[src/rtl/key_cmd_queue_if.sv]
// Keypad-event / command-queue signal bundle between keypad_scanner, key_cmd_queue and snake_core.
// master drives key events and pops; slave (the queue) returns the head command and status.
interface key_cmd_queue_if #(
    parameter int DEPTH = 4
) ();
    localparam int CW = $clog2(DEPTH) + 1;

    logic [3:0]    key_val;
    logic          key_pressed;
    logic [1:0]    cur_dir;
    logic          flush;
    // cmd_valid/cmd_pop: an entry is consumed at a clock edge exactly when
    // cmd_valid && cmd_pop are both high; cmd_pop while cmd_valid=0 has no effect.
    logic          cmd_pop;
    logic          cmd_valid;
    logic [1:0]    cmd_dir;
    logic [CW-1:0] cmd_count;
    logic          overflow;

    modport master (
        output key_val, key_pressed, cur_dir, flush, cmd_pop,
        input  cmd_valid, cmd_dir, cmd_count, overflow
    );

    modport slave (
        input  key_val, key_pressed, cur_dir, flush, cmd_pop,
        output cmd_valid, cmd_dir, cmd_count, overflow
    );
endinterface

[src/rtl/key_cmd_queue.sv]
// Turns keypad presses into filtered snake direction commands held in a small FIFO.
// Optional KEY_CMD_DROP_CNT_EN adds a saturating drop_cnt of rejected direction events.
module key_cmd_queue #(
    parameter int         DEPTH     = 4,
    parameter logic [3:0] KEY_UP    = 4'h2,
    parameter logic [3:0] KEY_RIGHT = 4'h6,
    parameter logic [3:0] KEY_DOWN  = 4'h8,
    parameter logic [3:0] KEY_LEFT  = 4'h4
) (
    input  logic           clk,
    input  logic           rst_n,
`ifdef KEY_CMD_DROP_CNT_EN
    key_cmd_queue_if.slave q,
    output logic [7:0]     drop_cnt
`else
    key_cmd_queue_if.slave q
`endif
);
    localparam int AW = $clog2(DEPTH);
    localparam int CW = $clog2(DEPTH) + 1;
    localparam logic [CW-1:0] FULL_CNT = CW'(DEPTH);

    logic [1:0]    mem [DEPTH];
    logic [AW-1:0] wr_ptr, rd_ptr, head_idx;
    logic [CW-1:0] count_q, count_d;
    logic          kp_q, valid_q, overflow_q;
    logic [1:0]    dir_q, dir_d;

    logic       ev, dec_ok, cand, pop_acc, do_pop, push, drop, ovf_set;
    logic       full, full_block, is_dup, is_rev;
    logic [1:0] dec_dir, ref_dir;

    always_comb begin
        dec_ok  = 1'b1;
        dec_dir = 2'b00;
        case (q.key_val)
            KEY_UP:    dec_dir = 2'b00;
            KEY_RIGHT: dec_dir = 2'b01;
            KEY_DOWN:  dec_dir = 2'b10;
            KEY_LEFT:  dec_dir = 2'b11;
            default:   dec_ok  = 1'b0;
        endcase
    end

    // Filtering compares against the newest queued command so a burst of
    // presses is judged as the snake will actually experience it.
    always_comb begin
        ev         = q.key_pressed & ~kp_q;
        ref_dir    = (count_q != '0) ? mem[wr_ptr - AW'(1)] : q.cur_dir;
        pop_acc    = q.cmd_pop & valid_q;
        full       = (count_q == FULL_CNT);
        full_block = full & ~pop_acc;
        cand       = ev & dec_ok & ~q.flush;
        is_dup     = (dec_dir == ref_dir);
        is_rev     = (dec_dir == (ref_dir ^ 2'b10));
        push       = cand & ~is_dup & ~is_rev & ~full_block;
        drop       = cand & ~push;
        ovf_set    = cand & ~is_dup & ~is_rev & full_block;
        do_pop     = pop_acc & ~q.flush;

        count_d = count_q;
        case ({push, do_pop})
            2'b10:   count_d = count_q + CW'(1);
            2'b01:   count_d = count_q - CW'(1);
            default: count_d = count_q;
        endcase

        // Next head; a slot being written this edge is not in mem yet.
        head_idx = do_pop ? rd_ptr + AW'(1) : rd_ptr;
        if (count_d == '0)
            dir_d = 2'b00;
        else if (push && (head_idx == wr_ptr))
            dir_d = dec_dir;
        else
            dir_d = mem[head_idx];
    end

    always_ff @(posedge clk or negedge rst_n) begin
        if (!rst_n) begin
            kp_q       <= 1'b1;
            wr_ptr     <= '0;
            rd_ptr     <= '0;
            count_q    <= '0;
            valid_q    <= 1'b0;
            dir_q      <= 2'b00;
            overflow_q <= 1'b0;
        end else begin
            kp_q <= q.key_pressed;
            if (q.flush) begin
                wr_ptr     <= '0;
                rd_ptr     <= '0;
                count_q    <= '0;
                valid_q    <= 1'b0;
                dir_q      <= 2'b00;
                overflow_q <= 1'b0;
            end else begin
                if (push)
                    wr_ptr <= wr_ptr + AW'(1);
                if (do_pop)
                    rd_ptr <= rd_ptr + AW'(1);
                count_q <= count_d;
                valid_q <= (count_d != '0);
                dir_q   <= dir_d;
                if (ovf_set)
                    overflow_q <= 1'b1;
            end
        end
    end

    always_ff @(posedge clk) begin
        if (push)
            mem[wr_ptr] <= dec_dir;
    end

`ifdef KEY_CMD_DROP_CNT_EN
    always_ff @(posedge clk or negedge rst_n) begin
        if (!rst_n)
            drop_cnt <= 8'h00;
        else if (q.flush)
            drop_cnt <= 8'h00;
        else if (drop && (drop_cnt != 8'hFF))
            drop_cnt <= drop_cnt + 8'h01;
    end
`else
    logic unused_drop;
    assign unused_drop = drop;
`endif

    assign q.cmd_valid = valid_q;
    assign q.cmd_dir   = dir_q;
    assign q.cmd_count = count_q;
    assign q.overflow  = overflow_q;
endmodule

[src/flat_wrapper.sv]
// flat-port wrapper written by rule: the top's interface ports become plain ports
module key_cmd_queue_flat 
#(
    parameter int         DEPTH     = 4,
    parameter logic [3:0] KEY_UP    = 4'h2,
    parameter logic [3:0] KEY_RIGHT = 4'h6,
    parameter logic [3:0] KEY_DOWN  = 4'h8,
    parameter logic [3:0] KEY_LEFT  = 4'h4
)
  (clk, rst_n, q_key_val, q_key_pressed, q_cur_dir, q_flush, q_cmd_pop, q_cmd_valid, q_cmd_dir, q_cmd_count, q_overflow);
  key_cmd_queue_if #(.DEPTH(DEPTH)) q_i ();
  input  logic clk;
  input  logic rst_n;
  input wire logic [$bits(q_i.key_val)-1:0] q_key_val;
  input wire logic [$bits(q_i.key_pressed)-1:0] q_key_pressed;
  input wire logic [$bits(q_i.cur_dir)-1:0] q_cur_dir;
  input wire logic [$bits(q_i.flush)-1:0] q_flush;
  input wire logic [$bits(q_i.cmd_pop)-1:0] q_cmd_pop;
  output wire logic [$bits(q_i.cmd_valid)-1:0] q_cmd_valid;
  output wire logic [$bits(q_i.cmd_dir)-1:0] q_cmd_dir;
  output wire logic [$bits(q_i.cmd_count)-1:0] q_cmd_count;
  output wire logic [$bits(q_i.overflow)-1:0] q_overflow;
  assign q_i.key_val = q_key_val;
  assign q_i.key_pressed = q_key_pressed;
  assign q_i.cur_dir = q_cur_dir;
  assign q_i.flush = q_flush;
  assign q_i.cmd_pop = q_cmd_pop;
  assign q_cmd_valid = q_i.cmd_valid;
  assign q_cmd_dir = q_i.cmd_dir;
  assign q_cmd_count = q_i.cmd_count;
  assign q_overflow = q_i.overflow;
  key_cmd_queue #(.DEPTH(DEPTH), .KEY_UP(KEY_UP), .KEY_RIGHT(KEY_RIGHT), .KEY_DOWN(KEY_DOWN), .KEY_LEFT(KEY_LEFT)) u_core (.clk(clk), .rst_n(rst_n), .q(q_i));
endmodule
[config.mk]
export PLATFORM = sky130hd
export DESIGN_NAME = key_cmd_queue_flat
export DESIGN_NICKNAME = d
export VERILOG_FILES = /design/src/rtl/key_cmd_queue_if.sv /design/src/rtl/key_cmd_queue.sv /design/src/flat_wrapper.sv
export SDC_FILE = /design/constraint.sdc
export NUM_CORES = 1
export LEC_CHECK = 0
export ABC_CLOCK_PERIOD_IN_PS = 7200
export CAP_MARGIN = 20
export CORE_MARGIN = 2
export CORE_UTILIZATION = 44
export DETAILED_ROUTE_END_ITERATION = 12
export GPL_ROUTABILITY_DRIVEN = 0
export GPL_TIMING_DRIVEN = 0
export PLACE_DENSITY = 0.67
export SYNTH_ARGS = -nofsm -noshare
export SYNTH_HDL_FRONTEND = slang
export SYNTH_SLANG_ARGS = --single-unit
[constraint.sdc]
create_clock -name clk -period 7.2 [get_ports clk]
set_input_delay 1.44 -clock clk [delete_from_list [all_inputs] [get_ports clk]]
set_output_delay 1.44 -clock clk [all_outputs]
set_load 0.005 [all_outputs]
Word-level counts from Yosys, hierarchy flattened:

Memories as Yosys holds them, arrays and structs flattened.
Index checks and enable logic that the tools add are counted.

* register bits after elaboration: 12
* RAM bits: 8
* bits of input ports: 11
* output and inout bits: 7
* memories: 1

Memory list
* u_core.mem: depth 4, width 2, rd ports 2, clocked after memory_dff 0, write ports 1, line key_cmd_queue.sv:23 `logic [1:0] mem [DEPTH];`

* add/sub/neg operators: 5
* eq/ne operators: 10
* muxes and demuxes: 17
* bitwise gates (word level): 17
* reduce and logical (&&, ||, !) cells: 7

Operators by type and width (number)
* 2-bit 2-to-1 mux: 8
* 1-bit bitwise AND: 10
* 4-bit by 3-bit equality test with 1-bit output (second input constant): 2
* 1-bit inverter: 7
* 2-bit equality test: 3
* 1-bit 2-to-1 mux: 6
* 2-bit one-hot mux with 3 select lines: 1
* 3-bit one-hot mux with 2 select lines: 1
* 3-bit nonzero test: 2
* 2-bit by 1-bit adder with 2-bit output (second input constant): 2
* 4-bit by 2-bit equality test with 1-bit output (second input constant): 1
* 4-bit equality test (second input constant): 1
* 2-bit nonzero test: 2
* 4-bit OR reduction: 1
* 3-bit by 1-bit adder with 3-bit output (second input constant): 1
* 3-bit equality test (second input constant): 1
* 3-bit logical NOT: 1
* 3-bit 2-to-1 mux: 1
* 3-bit by 1-bit subtractor with 3-bit output (second input constant): 1
* 2-bit by 1-bit equality test with 1-bit output (second input constant): 1
* 2-bit equality test (second input constant): 1
* 2-bit by 1-bit subtractor with 2-bit output (second input constant): 1
* 1-bit logical AND: 1

Longest topological paths before layout:

Gate-level depths: netlist (run 1).

* word-level depth: 13
* gate-level depth with buffers: 15
* mapped depth without buffers: 14

Worst setup path before layout (run 1):

OpenSTA, ideal clock, no wires.

* kind: input to register
* start point: input q_flush
* end point: register u_core.dir_q[0] (netlist: u_core.q.cmd_dir[0])
* library setup time: 0.077 ns
* arrival: 3.809 ns
* path slack: 3.314 ns
* stages on the path: 13
* buffers on the path: 2
* cell sequence: clkbuf_1 -> nor4b_1 -> nand3_1 -> nor3b_2 -> buf_6 -> inv_1 -> ha_1 -> fa_1 -> xnor2_1 -> or3_1 -> a21oi_1 -> nor2_1 -> a21oi_1

* word-level cells in the longest chain between the ends: 10
* elaborated cells between the ends (all ways): 17

RTL lines
* start, declared: line flat_wrapper.sv:17 `input wire logic [$bits(q_i.flush)-1:0] q_flush;`
* 1-bit inverter: line key_cmd_queue.sv:53, key_cmd_queue.sv:59
* 1-bit bitwise AND: line key_cmd_queue.sv:53 `cand = ev & dec_ok & ~q.flush;`
* 1-bit bitwise AND (3 in series): line key_cmd_queue.sv:56 `push = cand & ~is_dup & ~is_rev & ~full_block;`
* 2-bit by 1-bit equality test with 1-bit output / 2-bit equality test (equally long branches): line key_cmd_queue.sv:62 `case ({push, do_pop})`
* 3-bit one-hot mux with 2 select lines: line key_cmd_queue.sv:62
* 3-bit logical NOT: line key_cmd_queue.sv:70 `if (count_d == '0)`
* 2-bit 2-to-1 mux: line key_cmd_queue.sv:70
* 2-bit 2-to-1 mux *: line key_cmd_queue.sv:89 `if (q.flush) begin`
* end signal, assigned: line key_cmd_queue.sv:103 `dir_q <= dir_d;`
* end, declared: line key_cmd_queue.sv:27 `logic [1:0] dir_q, dir_d;`

Every way passes the cells marked *; elsewhere a longest branch is shown, timed or not.
A chain may end at the register's enable or synchronous reset.

Worst setup path in the final report (run 1):

* start point: input q_key_val[2]
* end point: register u_core.dir_q[1] (netlist: u_core.q.cmd_dir[1])

* elaborated cells between the ends (all ways): 24

RTL lines
* start, declared: line flat_wrapper.sv:14 `input wire logic [$bits(q_i.key_val)-1:0] q_key_val;`
* 4-bit by 3-bit equality test with 1-bit output / 4-bit equality test (equally long branches): line key_cmd_queue.sv:36 `case (q.key_val)`
* 2-bit one-hot mux with 3 select lines *: line key_cmd_queue.sv:36
* via u_core.dec_dir[0]: line key_cmd_queue.sv:31 `logic [1:0] dec_dir, ref_dir;`
* 2-bit equality test: line key_cmd_queue.sv:54 `is_dup = (dec_dir == ref_dir);`
* 1-bit inverter: line key_cmd_queue.sv:56
* 1-bit bitwise AND: line key_cmd_queue.sv:56
* 1-bit bitwise AND * (2 in series): line key_cmd_queue.sv:56
* 2-bit by 1-bit equality test with 1-bit output / 2-bit equality test (equally long branches): line key_cmd_queue.sv:62
* 3-bit one-hot mux with 2 select lines: line key_cmd_queue.sv:62
* 3-bit logical NOT: line key_cmd_queue.sv:70
* 2-bit 2-to-1 mux *: line key_cmd_queue.sv:70
* 2-bit 2-to-1 mux *: line key_cmd_queue.sv:89

Mark *: on every way through the listed nets, which the timed path passes. The rest lies on a longest branch.

==> results of run 1 <==
==> critical path: stages <==
cell and delay [ns]:
sky130_fd_sc_hd__clkdlybuf4s50_1 0.53, sky130_fd_sc_hd__nor3b_2 0.45, sky130_fd_sc_hd__xor2_1 0.17, sky130_fd_sc_hd__nor3b_2 0.31, sky130_fd_sc_hd__buf_6 0.18, sky130_fd_sc_hd__inv_1 0.05
sky130_fd_sc_hd__ha_1 0.23, sky130_fd_sc_hd__fa_1 0.38, sky130_fd_sc_hd__xnor2_1 0.14, sky130_fd_sc_hd__or3_1 0.31, sky130_fd_sc_hd__a21oi_1 0.21, sky130_fd_sc_hd__nor2_1 0.11
sky130_fd_sc_hd__a21oi_1 0.12
==> sequential cells by signal, indices dropped and copies added, names as in the netlist <==
signal              cells
u_core.kp_q             1
u_core.wr_ptr           2
u_core.mem              8
u_core.q.cmd_count      3
u_core.q.overflow       1
u_core.q.cmd_dir        2
u_core.rd_ptr           2
u_core.q.cmd_valid      1
==> how the worst max path moves through the flow <==
stage	from	to
after floorplan	q_flush	u_core.q.cmd_dir[0]$_DFF_PN0_
after global placement	q_flush	u_core.q.cmd_dir[0]$_DFF_PN0_
after detailed placement	q_key_val[2]	u_core.q.cmd_dir[0]$_DFF_PN0_
after CTS	q_key_val[2]	u_core.q.cmd_dir[0]$_DFF_PN0_
after global routing	q_key_val[2]	u_core.q.cmd_dir[1]$_DFF_PN0_
final	q_key_val[2]	u_core.q.cmd_dir[1]$_DFF_PN0_
==> stage by stage <==
| stage | hold slack [ns] | util [%] |
|---|---|---|
| after CTS | 0.560 | 55.4 |
| after global routing | 0.583 | 55.4 |
| after floorplan | 0.523 | - |
| final | 0.556 | 55.4 |
| after detailed placement | 0.544 | 54.3 |
| after global placement | 0.527 | 54.3 |
==> final cells by class <==
type | count | share of cell area [%]
Multi-Input combinational cell | 65 | 40.8
Sequential cell | 20 | 39.5
Timing Repair Buffer | 16 | 11.7
Tap cell | 30 | 2.73
Clock buffer | 4 | 1.91
Buffer | 4 | 1.73
Inverter | 6 | 1.64
==> cells in the final DEF (no fill, tap or decap), types with 4 or more instances in the layout <==
cell type                         instances
sky130_fd_sc_hd__xor2_1                   4
sky130_fd_sc_hd__mux4_2                   5
sky130_fd_sc_hd__ha_1                     5
sky130_fd_sc_hd__nor2_1                   9
sky130_fd_sc_hd__edfxtp_1                 8
sky130_fd_sc_hd__inv_1                    6
sky130_fd_sc_hd__xnor2_1                  5
sky130_fd_sc_hd__clkdlybuf4s50_1         16
sky130_fd_sc_hd__a21oi_1                  4
sky130_fd_sc_hd__and2_1                   4
sky130_fd_sc_hd__mux2i_1                  4
sky130_fd_sc_hd__nand3_1                  4
sky130_fd_sc_hd__dfrtp_1                 11
==> metal layers <==
| metal | vias to the layer above | GRT usage (%) | routed length, um |
|---|---|---|---|
| li1 | 380 | - | - |
| met1 | 401 | 22.3 | 1050 |
| met2 | 17 | 31.5 | 1140 |
| met3 | 4 | 2.69 | 85 |
| met4 | 0 | 8.54 | 27 |
| met5 | - | 0 | 0 |
==> kinds of logic after synthesis <==
| logic type | count (synthesis) | share of synthesized area (%) |
|---|---|---|
| DFF | 20 | 47.2 |
| adders and majority gates | 6 | 7.19 |
| buffers and inverters | 10 | 4.03 |
| muxes | 9 | 13.3 |
| xor gates and xnor gates | 9 | 6.86 |
| AOI/OAI and AO/OA | 13 | 7.73 |
| and+or+nand+nor | 28 | 13.7 |
==> power groups by stage <==
stage / Combinational (W) / Clock (W) / Sequential, W
after floorplan: 0.00000741 / 0 / 0.000123
after global placement: 0.0000168 / 0 / 0.000123
after detailed placement: 0.0000173 / 0 / 0.000123
after CTS: 0.0000174 / 0.0000583 / 0.000120
after global routing: 0.0000189 / 0.0000639 / 0.000121
final: 0.0000172 / 0.0000582 / 0.000120
==> impl_metrics.ini, run 1 <==
[status]
run_status = completed

[logic_synthesis]
synth_area_leaders = sky130_fd_sc_hd__dfrtp_1 (24%), sky130_fd_sc_hd__edfxtp_1 (21%), sky130_fd_sc_hd__mux4_2 (9.8%), sky130_fd_sc_hd__ha_1 (5.4%), sky130_fd_sc_hd__xnor2_1 (3.8%)
asyncSetResetFlopFracSynth_pct = 60.0
synth_flop_cell = sky130_fd_sc_hd__dfrtp_1
seq_total_area_yosys_pct = 47.2
synth.net_count = 112
yosysWarningCount = 0
synth.most_common_cell = sky130_fd_sc_hd__dfrtp_1
synthesis.instances = 95
synth_area_sq_mm = 0.00115
yosys.area.top_type = sky130_fd_sc_hd__dfrtp_1
number_of_synthesized_flops_with_an_enable_pin = 8
yosysUniqueCellTypes = 30
flops_latches_synth = 20
synth_area_per_cell_sq_um = 12.1
synth_commonest_cells = sky130_fd_sc_hd__dfrtp_1 (11), sky130_fd_sc_hd__nor2_1 (9), sky130_fd_sc_hd__edfxtp_1 (8)
yosys.area.top_type_share_pct = 24.0

[clocking]
clock_tree.htree_level_count = 1
clk-insertion-delay-late_ns = 0.31
post_cts_resize_count = 0
cts.reportedPaths.clkPinSlew_ns = 0.11
clock_path_buffers = 2
cts_buffers = 3
cts_hold_buf = 0
cts_root_buffer_type = sky130_fd_sc_hd__clkbuf_4
clock_sinks = 20
cts_tree = built
postCtsSetupRepairBufs = 0

[hold_path]
hold_path_end = u_core.q.overflow$_DFFE_PN0P_
hold-path-cell-count = 2
holdCritPathClass = reg2reg
hold_path_startpoint = u_core.q.overflow$_DFFE_PN0P_

[finish]
finish.net_count = 133
post_layout_nonfiller_instances = 145
seqCellArea_sq_um = 542
multi_input_comb_area_sq_um = 561
share_of_final_layout_standard_cells_stronger_than_drive_strength_1_pct = 13.0
antenna_cells_inserted = 0
postLayoutCellArea_sq_mm = 0.00137
layout.filler_cells = 234
synthToLayoutAreaGrowth_pct = 19.5

[placement]
pre_cts_slack_ns = 2.45
placed_wire_length_estimate_after_detailed_placement_um = 1740
placement.io_buffers = 16
placed_cells_incl_taps = 141
placed_cell_area_sq_mm = 0.00135

[die]
die_width_um = 55.1
core_region_area_sq_mm = 0.00248
num_rows = 18
chipHeight_um = 55.1
initial_core_util_pct = 46.4
design.die.area_sq_mm = 0.00303
io_pins = 18

[global_route]
vias_in_the_first_global_route = 817
antenna_violations_before_repair = 0
grt_usage_pct = 18.2
grt_start_max_net_pins = 13
wire_length_of_the_first_global_routing_pass_um = 3790
gr-total-overflow = 0

[pwr]
power_switching_w = 0.0000458
comb_power_share_pct = 8.8
peakVddDrop_mv = 0.102
fin_total_pwr_w = 0.000196
power.sequential.fraction_pct = 61.5
p_sw_share_pct = 23.4
p_leak_nw = 0.550
power_frac_clock_pct = 29.7
power_report.internal_total_w = 0.000150
power_density_mw_per_mm2 = 143

[drt]
drc = 0
routedWlPerCell_um = 15.9
via_per_inst = 5.53
wirelength_um = 2300
drt-initial-drc-count = 16
detail-route-antenna-nets = 0
total_number_of_vias = 802
first_drt_pass_iteration_count = 3

[setup_path]
endpoint_of_the_worst_slack_reg_to_reg_timing_path = u_core.q.cmd_dir[1]$_DFF_PN0_
slack_of_the_worst_reg_to_reg_path_ns = 3.31
startpoint_class = input pin
arr_time_crit_path_ns = 4.64
worst-endpoint-required_ns = 7.44
worstSetupEndpointType = register
crit_type = in2reg
critical_path_peak_fanout = 10
crit-reg2reg-launch = u_core.wr_ptr[0]$_DFFE_PN0P_
worstRegToRegCells = 15

[sta]
top_achievable_clock_speed_mhz = 227
slew_violations = 0
final.setup_skew_ns = 0.00504
timing.max_slew.rel_slack_pct = 55.2
setup_ws_ns = 2.80
post-route-period-util_pct = 61.1
timing.final.setup_violations = 0
rsz0062_at_grt = false
finalCriticalPeriod_ns = 4.40
fin_tns_setup_ns = 0
timing_hold_violations_final = 0
worst_slew_pin_slew_ns = 0.667

[run]
max_cap_violations = 0
No activity file was read; power rests on OpenSTA's default activity.
==> run 2: changes to the inputs <==
--- a/config.mk
+++ b/config.mk
@@ -5,14 +5,14 @@
 export SDC_FILE = /design/constraint.sdc
 export NUM_CORES = 1
 export LEC_CHECK = 0
-export ABC_CLOCK_PERIOD_IN_PS = 7200
+export ABC_CLOCK_PERIOD_IN_PS = 3600
 export CAP_MARGIN = 20
 export CORE_MARGIN = 2
 export CORE_UTILIZATION = 44
 export DETAILED_ROUTE_END_ITERATION = 12
 export GPL_ROUTABILITY_DRIVEN = 0
 export GPL_TIMING_DRIVEN = 0
-export PLACE_DENSITY = 0.67
+export PLACE_DENSITY = 0.7
 export SYNTH_ARGS = -nofsm -noshare
 export SYNTH_HDL_FRONTEND = slang
 export SYNTH_SLANG_ARGS = --single-unit
==> constraint.sdc (replaced) <==
create_clock -name clk -period 3.6 [get_ports clk]
set_input_delay 0.72 -clock clk [delete_from_list [all_inputs] [get_ports clk]]
set_output_delay 0.72 -clock clk [all_outputs]
set_load 0.005 [all_outputs]
==> impl_metrics.ini, run 2 (same netlist as run 1, synthesis figures left out) <==
[finish]
post_layout_nonfiller_instances = 152
seqCellArea_sq_um = 543
number_of_flip_flops_under_the_largest_register_name = 8
antenna_cells_inserted = 0
postLayoutCellArea_sq_mm = 0.00148
finalCoreUtilization_pct = 59.7
layout.filler_cells = 210
top_register = u_core.mem
mostFrequentLayoutCells = sky130_fd_sc_hd__clkdlybuf4s50_1 (16), sky130_fd_sc_hd__dfrtp_1 (10), sky130_fd_sc_hd__nor2_1 (9)
multi_input_comb_area_sq_um = 586
synthToLayoutAreaGrowth_pct = 28.8
layout.cells.most_common = sky130_fd_sc_hd__clkdlybuf4s50_1
finish.net_count = 140
share_of_final_layout_standard_cells_stronger_than_drive_strength_1_pct = 24.6

[clocking]
cts_buffers = 3
cts_tree = built
clock_tree.htree_level_count = 1
clk-insertion-delay-late_ns = 0.30
clock_path_buffers = 2
cts_root_buffer_type = sky130_fd_sc_hd__clkbuf_4
clock_sinks = 20
cts.reportedPaths.clkPinSlew_ns = 0.12

[pwr]
comb_power_share_pct = 8.5
power_report.internal_total_w = 0.000372
peakVddDrop_mv = 0.226
power_frac_clock_pct = 40.0
power_density_mw_per_mm2 = 316
p_leak_nw = 0.604
power.sequential.fraction_pct = 51.5
fin_total_pwr_w = 0.000467
power_switching_w = 0.0000945
p_sw_share_pct = 20.2

[drt]
drc = 0
via_per_inst = 5.55
total_number_of_vias = 844
drt-initial-drc-count = 13
first_drt_pass_iteration_count = 4
wirelength_um = 2370
detail-route-antenna-nets = 0
routedWlPerCell_um = 15.6

[die]
num_rows = 18
chipHeight_um = 55.1
core_region_area_sq_mm = 0.00248
io_pins = 18
design.die.area_sq_mm = 0.00303
initial_core_util_pct = 46.4
die_width_um = 55.1

[sta]
timing_hold_violations_final = 0
timing.final.setup_violations = 0
slew_violations = 0
worst_slew_pin_slew_ns = 0.607
finalCriticalPeriod_ns = 3.46
post-route-period-util_pct = 96.1
final.setup_skew_ns = 0.00116
timing.max_slew.rel_slack_pct = 59.2
top_achievable_clock_speed_mhz = 289

[setup_path]
critical_path_peak_fanout = 3
worst-endpoint-required_ns = 3.83
arr_time_crit_path_ns = 3.70
worstSetupEndpointType = register
crit_type = reg2reg
startpoint_class = register

[global_route]
vias_in_the_first_global_route = 852
grt_usage_pct = 18.4
wire_length_of_the_first_global_routing_pass_um = 3820
grt_start_max_net_pins = 13
antenna_violations_before_repair = 0
gr-total-overflow = 0

[placement]
placed_wire_length_estimate_after_detailed_placement_um = 1720
placed_cells_incl_taps = 141
placed_cell_area_sq_mm = 0.00135
placement.io_buffers = 16

[hold_path]
holdCritPathClass = reg2reg

[status]
run_status = completed

[run]
max_cap_violations = 0
==> run 2: cell type report <==
type,instances,share of cell area (%)
repair buffers,23,14.4
plain buffers,4,1.69
multi-input cells,65,39.6
clock buffers,3,1.52
well taps,30,2.54
clock inverters,1,2.03
flip-flops and latches,20,36.7
inverters,6,1.52
==> run 2: critical path, stage by stage (launching register included) <==
cell and delay (ns):
sky130_fd_sc_hd__dfrtp_1 0.39, sky130_fd_sc_hd__inv_2 0.07, sky130_fd_sc_hd__ha_4 0.28, sky130_fd_sc_hd__mux4_2 0.50
sky130_fd_sc_hd__mux2i_1 0.18, sky130_fd_sc_hd__xor2_1 0.13, sky130_fd_sc_hd__nor3b_2 0.26, sky130_fd_sc_hd__buf_6 0.13
sky130_fd_sc_hd__inv_1 0.04, sky130_fd_sc_hd__ha_1 0.22, sky130_fd_sc_hd__fa_2 0.34, sky130_fd_sc_hd__xnor2_1 0.14
sky130_fd_sc_hd__or3_1 0.33, sky130_fd_sc_hd__a21oi_2 0.14, sky130_fd_sc_hd__nor2_1 0.09, sky130_fd_sc_hd__a21oi_1 0.15
==> run 2: final timing paths <==
kind / from / to / slack (ns) / cells past startpoint
setup / recovery: u_core.wr_ptr[1]$_DFFE_PN0P_ / u_core.q.cmd_dir[0]$_DFF_PN0_ / 0.14 / 15
hold / removal: u_core.q.overflow$_DFFE_PN0P_ / u_core.q.overflow$_DFFE_PN0P_ / 0.57 / 2
setup reg to reg: u_core.wr_ptr[1]$_DFFE_PN0P_ / u_core.q.cmd_dir[0]$_DFF_PN0_ / 0.14 / 15
hold reg to reg: u_core.q.overflow$_DFFE_PN0P_ / u_core.q.overflow$_DFFE_PN0P_ / 0.57 / 2
max in group asynchronous: rst_n / u_core.wr_ptr[0]$_DFFE_PN0P_ / 2.45 / 1
min in group asynchronous: rst_n / u_core.q.cmd_count[0]$_DFF_PN0_ / 0.76 / 1
==> run 2: power groups by stage <==
stage	Clock (W)	Combinational, W	Sequential [W]
detailed placement	0	0.0000349	0.000246
global placement	0	0.0000336	0.000245
finish	0.000187	0.0000396	0.000241
CTS	0.000191	0.0000364	0.000241
floorplan	0	0.0000148	0.000245
global route	0.000203	0.0000431	0.000241
==> run 2: metal layers <==
| metal | GRT usage (%) | part of all wire (%) | wire length (um) | vias to the layer above |
|---|---|---|---|---|
| met5 | 0 | 0 | 0 | - |
| met4 | 9.76 | 1.8 | 42 | 0 |
| met3 | 2.69 | 3.3 | 79 | 6 |
| met2 | 30.8 | 51 | 1200 | 19 |
| met1 | 23.0 | 44 | 1040 | 424 |
| li1 | - | - | - | 395 |
==> run 2: what timing repair did <==
action / CTS / global route
setup endpoints to repair: 4 / 3
buffers inserted: 4 / 3
resized for setup: 2 / 7
endpoints found under the hold margin: 0 / 0
pin swaps: 1 / 2
hold buffers: 0 / 0
==> run 2: stage by stage <==
stage	setup slack [ns]	TNS, ns	hold WS, ns
floorplan	0.0994	0	0.424
global placement	-0.303	-0.904	0.525
detailed placement	-0.408	-1.25	0.555
CTS	0.0230	0	0.572
global route	-0.0462	-0.111	0.631
finish	0.139	0	0.570
==> run 3: changes to the inputs <==
--- a/config.mk
+++ b/config.mk
@@ -9,10 +9,13 @@
 export CAP_MARGIN = 20
 export CORE_MARGIN = 2
 export CORE_UTILIZATION = 44
+export CTS_CLUSTER_DIAMETER = 30
 export DETAILED_ROUTE_END_ITERATION = 12
 export GPL_ROUTABILITY_DRIVEN = 0
 export GPL_TIMING_DRIVEN = 0
 export PLACE_DENSITY = 0.7
+export RECOVER_POWER = 50
+export SKIP_CTS_REPAIR_TIMING = 1
 export SYNTH_ARGS = -nofsm -noshare
 export SYNTH_HDL_FRONTEND = slang
 export SYNTH_SLANG_ARGS = --single-unit
==> impl_metrics.ini, run 3 (same netlist as run 1, synthesis figures left out) <==
[status]
run_status = completed

[drt]
drc = 0
via_per_inst = 5.73
total_number_of_vias = 882
detail-route-antenna-nets = 0
routedWlPerCell_um = 16.3
wirelength_um = 2510
first_drt_pass_iteration_count = 4
drt-initial-drc-count = 19

[sta]
finalCriticalPeriod_ns = 3.48
top_achievable_clock_speed_mhz = 288
slew_violations = 0
setup_ws_ns = 0.122
timing.max_slew.rel_slack_pct = 58.6
fin_tns_setup_ns = 0
worst_case_hold_slack_ns = 0.569
worst_slew_pin_slew_ns = 0.616
final.setup_skew_ns = 0.00626
timing.final.setup_violations = 0
post-route-period-util_pct = 96.6
timing_hold_violations_final = 0

[die]
num_rows = 18
die_width_um = 55.1
io_pins = 18
design.die.area_sq_mm = 0.00303
chipHeight_um = 55.1
initial_core_util_pct = 46.4
core_region_area_sq_mm = 0.00248

[finish]
multi_input_comb_area_sq_um = 611
post_layout_nonfiller_instances = 154
synthToLayoutAreaGrowth_pct = 32.2
top_register = u_core.mem
layout.cells.most_common = sky130_fd_sc_hd__clkdlybuf4s50_1
seqCellArea_sq_um = 543
layout.filler_cells = 204
share_of_final_layout_standard_cells_stronger_than_drive_strength_1_pct = 29.0
mostFrequentLayoutCells = sky130_fd_sc_hd__clkdlybuf4s50_1 (14), sky130_fd_sc_hd__dfrtp_1 (10), sky130_fd_sc_hd__buf_4 (9)
number_of_flip_flops_under_the_largest_register_name = 8
finish.net_count = 142
antenna_cells_inserted = 0

[pwr]
fin_total_pwr_w = 0.000473
peakVddDrop_mv = 0.235
power_density_mw_per_mm2 = 311
p_leak_nw = 0.609

[setup_path]
worstSetupEndpointType = register
crit_path_start = u_core.wr_ptr[0]$_DFFE_PN0P_
crit_path_cell_trace = inv_1 -> ha_4 -> mux4_2 -> mux2i_1 -> xor2_1 -> nor3b_2 -> buf_6 -> inv_2 -> ha_4 -> fa_2 -> xnor2_2 -> or3_1 -> a21oi_2 -> nor2_4 -> a21oi_2
critical_path.slowest_cell = sky130_fd_sc_hd__mux4_2
worst-endpoint-required_ns = 3.86
worstPathBufferInverterCount = 3
kind_of_cell_adding_the_most_delay_to_the_critical_path = adder cells
max_stage_delay_ns = 0.51
critical_path_peak_fanout = 4
crit_type = reg2reg
crit-reg2reg-launch = u_core.wr_ptr[0]$_DFFE_PN0P_
startpoint_class = register
arr_time_crit_path_ns = 3.73

[global_route]
vias_in_the_first_global_route = 812
busiest_layer = met2
gr-total-overflow = 0
wire_length_of_the_first_global_routing_pass_um = 3710
grt_usage_pct = 18.0
met2_usage_pct = 28.6
antenna_violations_before_repair = 0
grt_use_met3_pct = 2.69
grtUsageMet1_pct = 23.2
grt_start_max_net_pins = 13

[clocking]
clock_path_buffers = 2
cts_buffers = 3
clock_tree.htree_level_count = 1
cts.reportedPaths.clkPinSlew_ns = 0.13
clock_sinks = 20
clk-insertion-delay-late_ns = 0.32
cts_tree = built
cts_root_buffer_type = sky130_fd_sc_hd__clkbuf_4

[hold_path]
hold_path_startpoint = u_core.q.overflow$_DFFE_PN0P_
holdCritPathClass = reg2reg

[placement]
placed_cells_incl_taps = 141
pre_cts_slack_ns = -0.408
placed_wire_length_estimate_after_detailed_placement_um = 1720
placement.io_buffers = 16

[run]
max_cap_violations = 0
## run 3: metrics by stage
stage	cell area, sq um	utilization (%)
after floorplan	1150	-
after global placement	1350	54.3
after detailed placement	1350	54.3
after CTS	1400	56.5
after global routing	1520	61.3
final	1520	61.3
## run 3: power by group
| part | switching (W) | internal, W | total (W) |
|---|---|---|---|
| clock network | 0.0000802 | 0.000113 | 0.000193 |
| logic | 0.0000190 | 0.0000203 | 0.0000392 |
| registers | 0.00000147 | 0.000239 | 0.000241 |
| total | 0.000101 | 0.000372 | 0.000473 |
## run 3: worst reg2reg max path: stages, from the launching register on
cell                      delay (ns)
sky130_fd_sc_hd__dfrtp_2        0.39
sky130_fd_sc_hd__inv_1          0.12
sky130_fd_sc_hd__ha_4           0.30
sky130_fd_sc_hd__mux4_2         0.51
sky130_fd_sc_hd__mux2i_1        0.18
sky130_fd_sc_hd__xor2_1         0.12
sky130_fd_sc_hd__nor3b_2        0.24
sky130_fd_sc_hd__buf_6          0.14
sky130_fd_sc_hd__inv_2          0.04
sky130_fd_sc_hd__ha_4           0.15
sky130_fd_sc_hd__fa_2           0.35
sky130_fd_sc_hd__xnor2_2        0.14
sky130_fd_sc_hd__or3_1          0.32
sky130_fd_sc_hd__a21oi_2        0.20
sky130_fd_sc_hd__nor2_4         0.08
sky130_fd_sc_hd__a21oi_2        0.11
## run 3: final cells by class
type	count	share of cell area [%]
inverters	6	1.48
plain buffers	4	1.65
well taps	30	2.47
clock inverters	1	1.98
multi-input cells	65	40.2
clock buffers	3	1.48
flip-flops and latches	20	35.7
repair buffers	25	15.0
## run 3: worst paths after layout
| check | depth (start not counted) | end | slack, ns |
|---|---|---|---|
| setup / recovery | 15 | u_core.q.cmd_dir[0]$_DFF_PN0_ | 0.12 |
| hold / removal | 2 | u_core.q.overflow$_DFFE_PN0P_ | 0.57 |
| setup reg to reg | 15 | u_core.q.cmd_dir[0]$_DFF_PN0_ | 0.12 |
| hold reg to reg | 2 | u_core.q.overflow$_DFFE_PN0P_ | 0.57 |
| max in group asynchronous | 1 | u_core.wr_ptr[0]$_DFFE_PN0P_ | 2.38 |
| min in group asynchronous | 1 | u_core.q.overflow$_DFFE_PN0P_ | 0.82 |
## run 3: routing by layer
layer	up-vias	routed length [um]
li1	398	-
met1	445	1090
met2	26	1240
met3	13	96
met4	0	89
met5	-	0
